### config.mk
export PLATFORM = sky130hd
export DESIGN_NAME = adder_arbiter
export DESIGN_NICKNAME = d
export VERILOG_FILES = /design/src/rtl/adder_arbiter.sv
export SDC_FILE = /design/constraint.sdc
export NUM_CORES = 1
export LEC_CHECK = 0
export CAP_MARGIN = 40
export CORE_AREA = 2 2 70 122
export CTS_BUF_LIST = sky130_fd_sc_hd__clkbuf_4 sky130_fd_sc_hd__clkbuf_8 sky130_fd_sc_hd__clkbuf_16
export CTS_CLUSTER_SIZE = 16
export DETAILED_ROUTE_END_ITERATION = 16
export DIE_AREA = 0 0 72 124
export PLACE_DENSITY = 0.78
export SLEW_MARGIN = 15
export SYNTH_ARGS = -nofsm -noshare
export SYNTH_HDL_FRONTEND = slang
export SYNTH_SLANG_ARGS = --single-unit
### constraint.sdc
create_clock -name clk -period 4.2 [get_ports clk]
set_input_delay 0.84 -clock clk [delete_from_list [all_inputs] [get_ports clk]]
set_output_delay 0.84 -clock clk [all_outputs]
set_load 0.05 [all_outputs]
### src/rtl/adder_arbiter.sv
// adder_arbiter: round-robin access for NUM_REQ clients to one shared 16-bit adder.
// The result is registered and uses valid/ready. Define ADDER_ARB_SAT_EN to clamp overflowing sums.
module adder_arbiter #(
  parameter  int NUM_REQ = 4,
  localparam int ID_W    = $clog2(NUM_REQ)
) (
  input  logic                    clk,
  input  logic                    rst,
  input  logic [NUM_REQ-1:0]      req,
  input  logic [NUM_REQ*16-1:0]   op_a,
  input  logic [NUM_REQ*16-1:0]   op_b,
  output logic [NUM_REQ-1:0]      gnt,
  output logic                    res_valid,
  input  logic                    res_ready,
  output logic [ID_W-1:0]         res_id,
  output logic [15:0]             res_sum,
  output logic                    res_ovf,
  output logic [7:0]              ovf_count
);

  typedef enum logic {EMPTY, FULL} state_t;

  state_t          state_q, state_d;
  logic [ID_W-1:0] rr_ptr_q, rr_ptr_d;
  logic [ID_W-1:0] res_id_q, res_id_d;
  logic [15:0]     res_sum_q, res_sum_d;
  logic            res_ovf_q, res_ovf_d;
  logic [7:0]      ovf_count_q, ovf_count_d;

  logic [15:0]     a_arr [NUM_REQ];
  logic [15:0]     b_arr [NUM_REQ];
  logic [ID_W-1:0] win_idx, cand;
  logic            found, accept, grant_en, sum_ovf;
  logic [15:0]     a_sel, b_sel, raw_sum, final_sum;

  always_comb begin
    for (int i = 0; i < NUM_REQ; i++) begin
      a_arr[i] = op_a[16*i +: 16];
      b_arr[i] = op_b[16*i +: 16];
    end
  end

  // Search upward from the last winner, wrapping; the first requester found wins.
  always_comb begin
    found   = 1'b0;
    win_idx = '0;
    cand    = '0;
    for (int off = 1; off <= NUM_REQ; off++) begin
      cand = ID_W'((int'(rr_ptr_q) + off) % NUM_REQ);
      if (!found && req[cand]) begin
        found   = 1'b1;
        win_idx = cand;
      end
    end
  end

  assign res_valid = (state_q == FULL);
  assign accept    = ~res_valid | res_ready;
  assign grant_en  = accept & found & ~rst;

  always_comb begin
    gnt = '0;
    if (grant_en) gnt[win_idx] = 1'b1;
  end

  assign a_sel   = a_arr[win_idx];
  assign b_sel   = b_arr[win_idx];
  assign raw_sum = a_sel + b_sel;
  assign sum_ovf = (a_sel[15] & b_sel[15] & ~raw_sum[15]) |
                   (~a_sel[15] & ~b_sel[15] & raw_sum[15]);

  always_comb begin
    final_sum = raw_sum;
`ifdef ADDER_ARB_SAT_EN
    if (sum_ovf) final_sum = a_sel[15] ? 16'h8000 : 16'h7FFF;
`endif
  end

  always_comb begin
    state_d     = state_q;
    rr_ptr_d    = rr_ptr_q;
    res_id_d    = res_id_q;
    res_sum_d   = res_sum_q;
    res_ovf_d   = res_ovf_q;
    ovf_count_d = ovf_count_q;

    // Count overflowing results only when the consumer takes them.
    if (res_valid && res_ready && res_ovf_q && ovf_count_q != 8'hFF)
      ovf_count_d = ovf_count_q + 8'd1;

    if (grant_en) begin
      state_d   = FULL;
      rr_ptr_d  = win_idx;
      res_id_d  = win_idx;
      res_sum_d = final_sum;
      res_ovf_d = sum_ovf;
    end else if (state_q == FULL && res_ready) begin
      state_d = EMPTY;
    end
  end

  always_ff @(posedge clk) begin
    if (rst) begin
      state_q     <= EMPTY;
      rr_ptr_q    <= ID_W'(NUM_REQ - 1);
      res_id_q    <= '0;
      res_sum_q   <= '0;
      res_ovf_q   <= 1'b0;
      ovf_count_q <= '0;
    end else begin
      state_q     <= state_d;
      rr_ptr_q    <= rr_ptr_d;
      res_id_q    <= res_id_d;
      res_sum_q   <= res_sum_d;
      res_ovf_q   <= res_ovf_d;
      ovf_count_q <= ovf_count_d;
    end
  end

  assign res_id    = res_id_q;
  assign res_sum   = res_sum_q;
  assign res_ovf   = res_ovf_q;
  assign ovf_count = ovf_count_q;

endmodule

==> impl_metrics.yaml <==
setup_path:
  crit_slowest_cell: "clkdlybuf4s50_1"
  critical_path.cell_chain: "clkdlybuf4s50_1, a21oi_1, a31oi_1, a21o_1, buf_12, buf_12, and2_1, a211oi_2, a31oi_1, ha_1, a21oi_1, a211oi_2, o21ai_1, nor2b_1, xor2_1, o21ai_0"
  cp.required_ns: 4.35
  endpoint_kind: "flop"
  crit_path_start_kind: "input port"
  path_class: "in -> reg"
  critPathMaxFanout: 28
  critical_path.endpoint: "res_sum[11]"
  r2r_cells: 15
  r2r_start: "rr_ptr_q[1]"
  critical_path.max_stage_delay_ns: 0.55
  cp.arrival_ns: 4.13
  rr_endpoint: "res_sum[11]"
  cp-startpoint: "req[1]"
  r2r_slack_ns: 0.86
grt:
  grt_remaining_overflow: 0
  grt_pass1_wl_mm: 16.52
  grt_pass1_vias: 3818
  grt_antenna_before_repair: 0
  track_usage: 0.2302
  grt_max_degree: 32
power_and_ir_drop:
  power_frac_clock: 0.139
  leakagePower_nw: 2.115
  p_per_area_nw_per_um2: 477.5
  pwr-share-seq: 0.158
  switching_share: 0.4404
  comb_power_share: 0.702
  p_switching_w: 0.001138
  internal-power_w: 0.001446
  vdd.ir_drop.worst_v: 0.0002271
logic_synthesis:
  yosysSeqAreaShare: 0.1889
  ys_warn_count: 0
  syn_inst: 419
  syn_nets: 573
  yosysUniqueCellTypes: 49
  syn_area_per_cell_um2: 7.588
  synth-edff-count: 0
  async_flop_share: 0
  synth_seq_cells: 30
  synth-main-ff-cell: "dfxtp_1"
  syn_area_um2: 3179
layout:
  postLayoutCoreUtil: 0.6844
  layout_commonest_cell: "clkdlybuf4s50_1"
  fin_cells: 702
  final_nets: 765
  antenna_cells: 0
  mostFrequentLayoutCells: "clkdlybuf4s50_1, nand2_1, buf_4"
  syn_to_final_growth_pct: 70.25
  drive_gt1_frac: 0.1650
cts:
  htree_levels: 2
  clockBufferDepth: 2
  path_clk_slew_ns: 0.05
  root_buffer: "clkbuf_16"
  numCtsBuffers: 5
  clock_sinks: 30
  post_cts_buffers: 0
  clock_latency_ns: 0.28
  cts_tree: "yes"
place:
  dp.cells: 694
  port_buffers: 166
  pre_cts_slack_ns: -0.06043
  hpwl_mm: 8.646
  gp_congestion: 0.8198
floorplan:
  die_y_um: 124
  die_x_um: 72
  ios: 167
  rows: 43
  die-area_um2: 8928
  start_util: 0.4020
  core-area_um2: 7909
timing:
  slew_headroom: 0.6424
  drv_slew: 0
  period_share: 0.9479
  rsz0062_at_grt: "no"
  final.setup.worst_slack_ns: 0.2188
  finalHoldViolations: 0
  skew_ns: 0.004837
  finalSetupViolations: 0
  period_minus_slack_ns: 3.981
  max_freq_mhz: 251.2
  worst_pin_slew_ns: 0.5347
drt:
  firstDrtPassIters: 4
  drt-initial-drc-count: 207
  num_vias: 3758
  avgViaCountPerCell: 5.353
  ant_nets: 0
  wire_per_inst_um: 14.76
  drcViolationCount: 0
  wirelength_mm: 10.37
worst_hold_path:
  hp-class: "reg -> reg"
  hold_depth: 2
flow_run:
  maxCapViolations: 0
outcome:
  outcome: "complete, no violations"
-- critical path, delay by kind of cell --
family,cells,cell delay (ns)
fa+ha+maj,1,0.34
xor+xnor,1,0.18
buf+inv,3,0.87
simple gates,2,0.41
compound gates,9,1.47
-- flip-flops by register name (all words and copies together), names as in the netlist --
signal and flops:
res_id 2, rr_ptr_q 2, ovf_count 8, res_valid 1, res_sum 16, res_ovf 1
-- Yosys cell counts, drive strengths merged (2+ instances only) --
cell type | instances | area (um2)
nand2 | 84 | 315.3
a211oi | 36 | 415.4
a31oi | 32 | 200.2
and2 | 30 | 187.7
dfxtp | 30 | 600.6
o21ai | 24 | 120.1
nor2 | 20 | 75.07
buf | 19 | 158.9
ha | 18 | 225.2
nand3b | 17 | 127.6
a21oi | 15 | 82.58
xnor2 | 11 | 96.34
clkbuf | 10 | 37.54
inv | 9 | 33.79
nand3 | 8 | 40.04
xor2 | 7 | 61.31
nor2b | 6 | 37.54
mux2i | 5 | 50.05
nor3 | 5 | 25.02
nand4 | 4 | 25.02
a21o | 3 | 22.52
a211o | 2 | 17.52
mux2 | 2 | 30.03
nand2b | 2 | 12.51
nor4 | 2 | 12.51
or3 | 2 | 12.51
-- timing repair --
item	CTS	global route
setup endpoints to repair	0	5
hold buffers	0	0
resized for setup	0	3
-- logic make-up (layout without fill, tap and decap cells) --
| group | Yosys count | count (layout) | share of synthesized area |
|---|---|---|---|
| multiplexers | 7 | 7 | 0.02519 |
| flip-flops | 30 | 30 | 0.1889 |
| buffers and inverters | 38 | 231 | 0.07242 |
| AND/OR/NAND/NOR | 184 | 184 | 0.2826 |
| adder cells (fa/ha/maj) | 19 | 19 | 0.07714 |
| AO/OA/AOI/OAI | 123 | 123 | 0.3042 |
| XOR/XNOR | 18 | 18 | 0.04959 |
-- routing by layer --
| layer | GRT usage | share of wire | wire length, um | vias to the layer above |
|---|---|---|---|---|
| li1 | - | - | - | 1894 |
| met1 | 0.2379 | 0.36 | 3732 | 1699 |
| met2 | 0.4606 | 0.57 | 5945 | 136 |
| met3 | 0.02104 | 0.036 | 369 | 29 |
| met4 | 0.09080 | 0.031 | 318 | 0 |
| met5 | 0 | 0 | 0 | - |
-- worst min path at each step --
stage	startpoint	endpoint	slack (ns)
6_report	res_sum[0]	res_sum[0]	0.49
5_1_grt	res_id[1]	res_id[1]	0.50
4_1_cts	res_id[1]	res_id[1]	0.49
3_5_place_dp	res_sum[14]	res_sum[14]	0.47
3_3_place_gp	res_sum[0]	res_sum[0]	0.46
2_1_floorplan	rr_ptr_q[0]	rr_ptr_q[0]	0.53
-- power by group through the flow --
| stage | logic (W) | registers, W | clock network [W] |
|---|---|---|---|
| floorplan | 0.000882 | 0.000649 | 0 |
| global placement | 0.00176 | 0.000412 | 0 |
| detailed placement | 0.00179 | 0.000415 | 0 |
| CTS | 0.00181 | 0.000411 | 0.000363 |
| global route | 0.00197 | 0.000418 | 0.000380 |
| finish | 0.00182 | 0.000410 | 0.000359 |
-- through the flow --
stage	hold WS [ns]	TNS (ns)	cell area [um2]	total power, W
floorplan	0.5258	0	3179	0.001531
global route	0.5022	0	5413	0.002764
detailed placement	0.4728	-0.2310	5253	0.002208
global placement	0.4646	0	5253	0.002175
CTS	0.4883	0	5404	0.002583
finish	0.4879	0	5413	0.002585
-- cell type report --
type | count | area (um2)
fillers | 651 | 2496
multi-input cells | 351 | 2365
repair buffers | 214 | 2150
flip-flops and latches | 30 | 600.6
clock buffers | 7 | 146.4
well taps | 90 | 112.6
inverters | 9 | 33.78
clock inverters | 1 | 5.005
No activity file was read; power rests on OpenSTA's default activity.
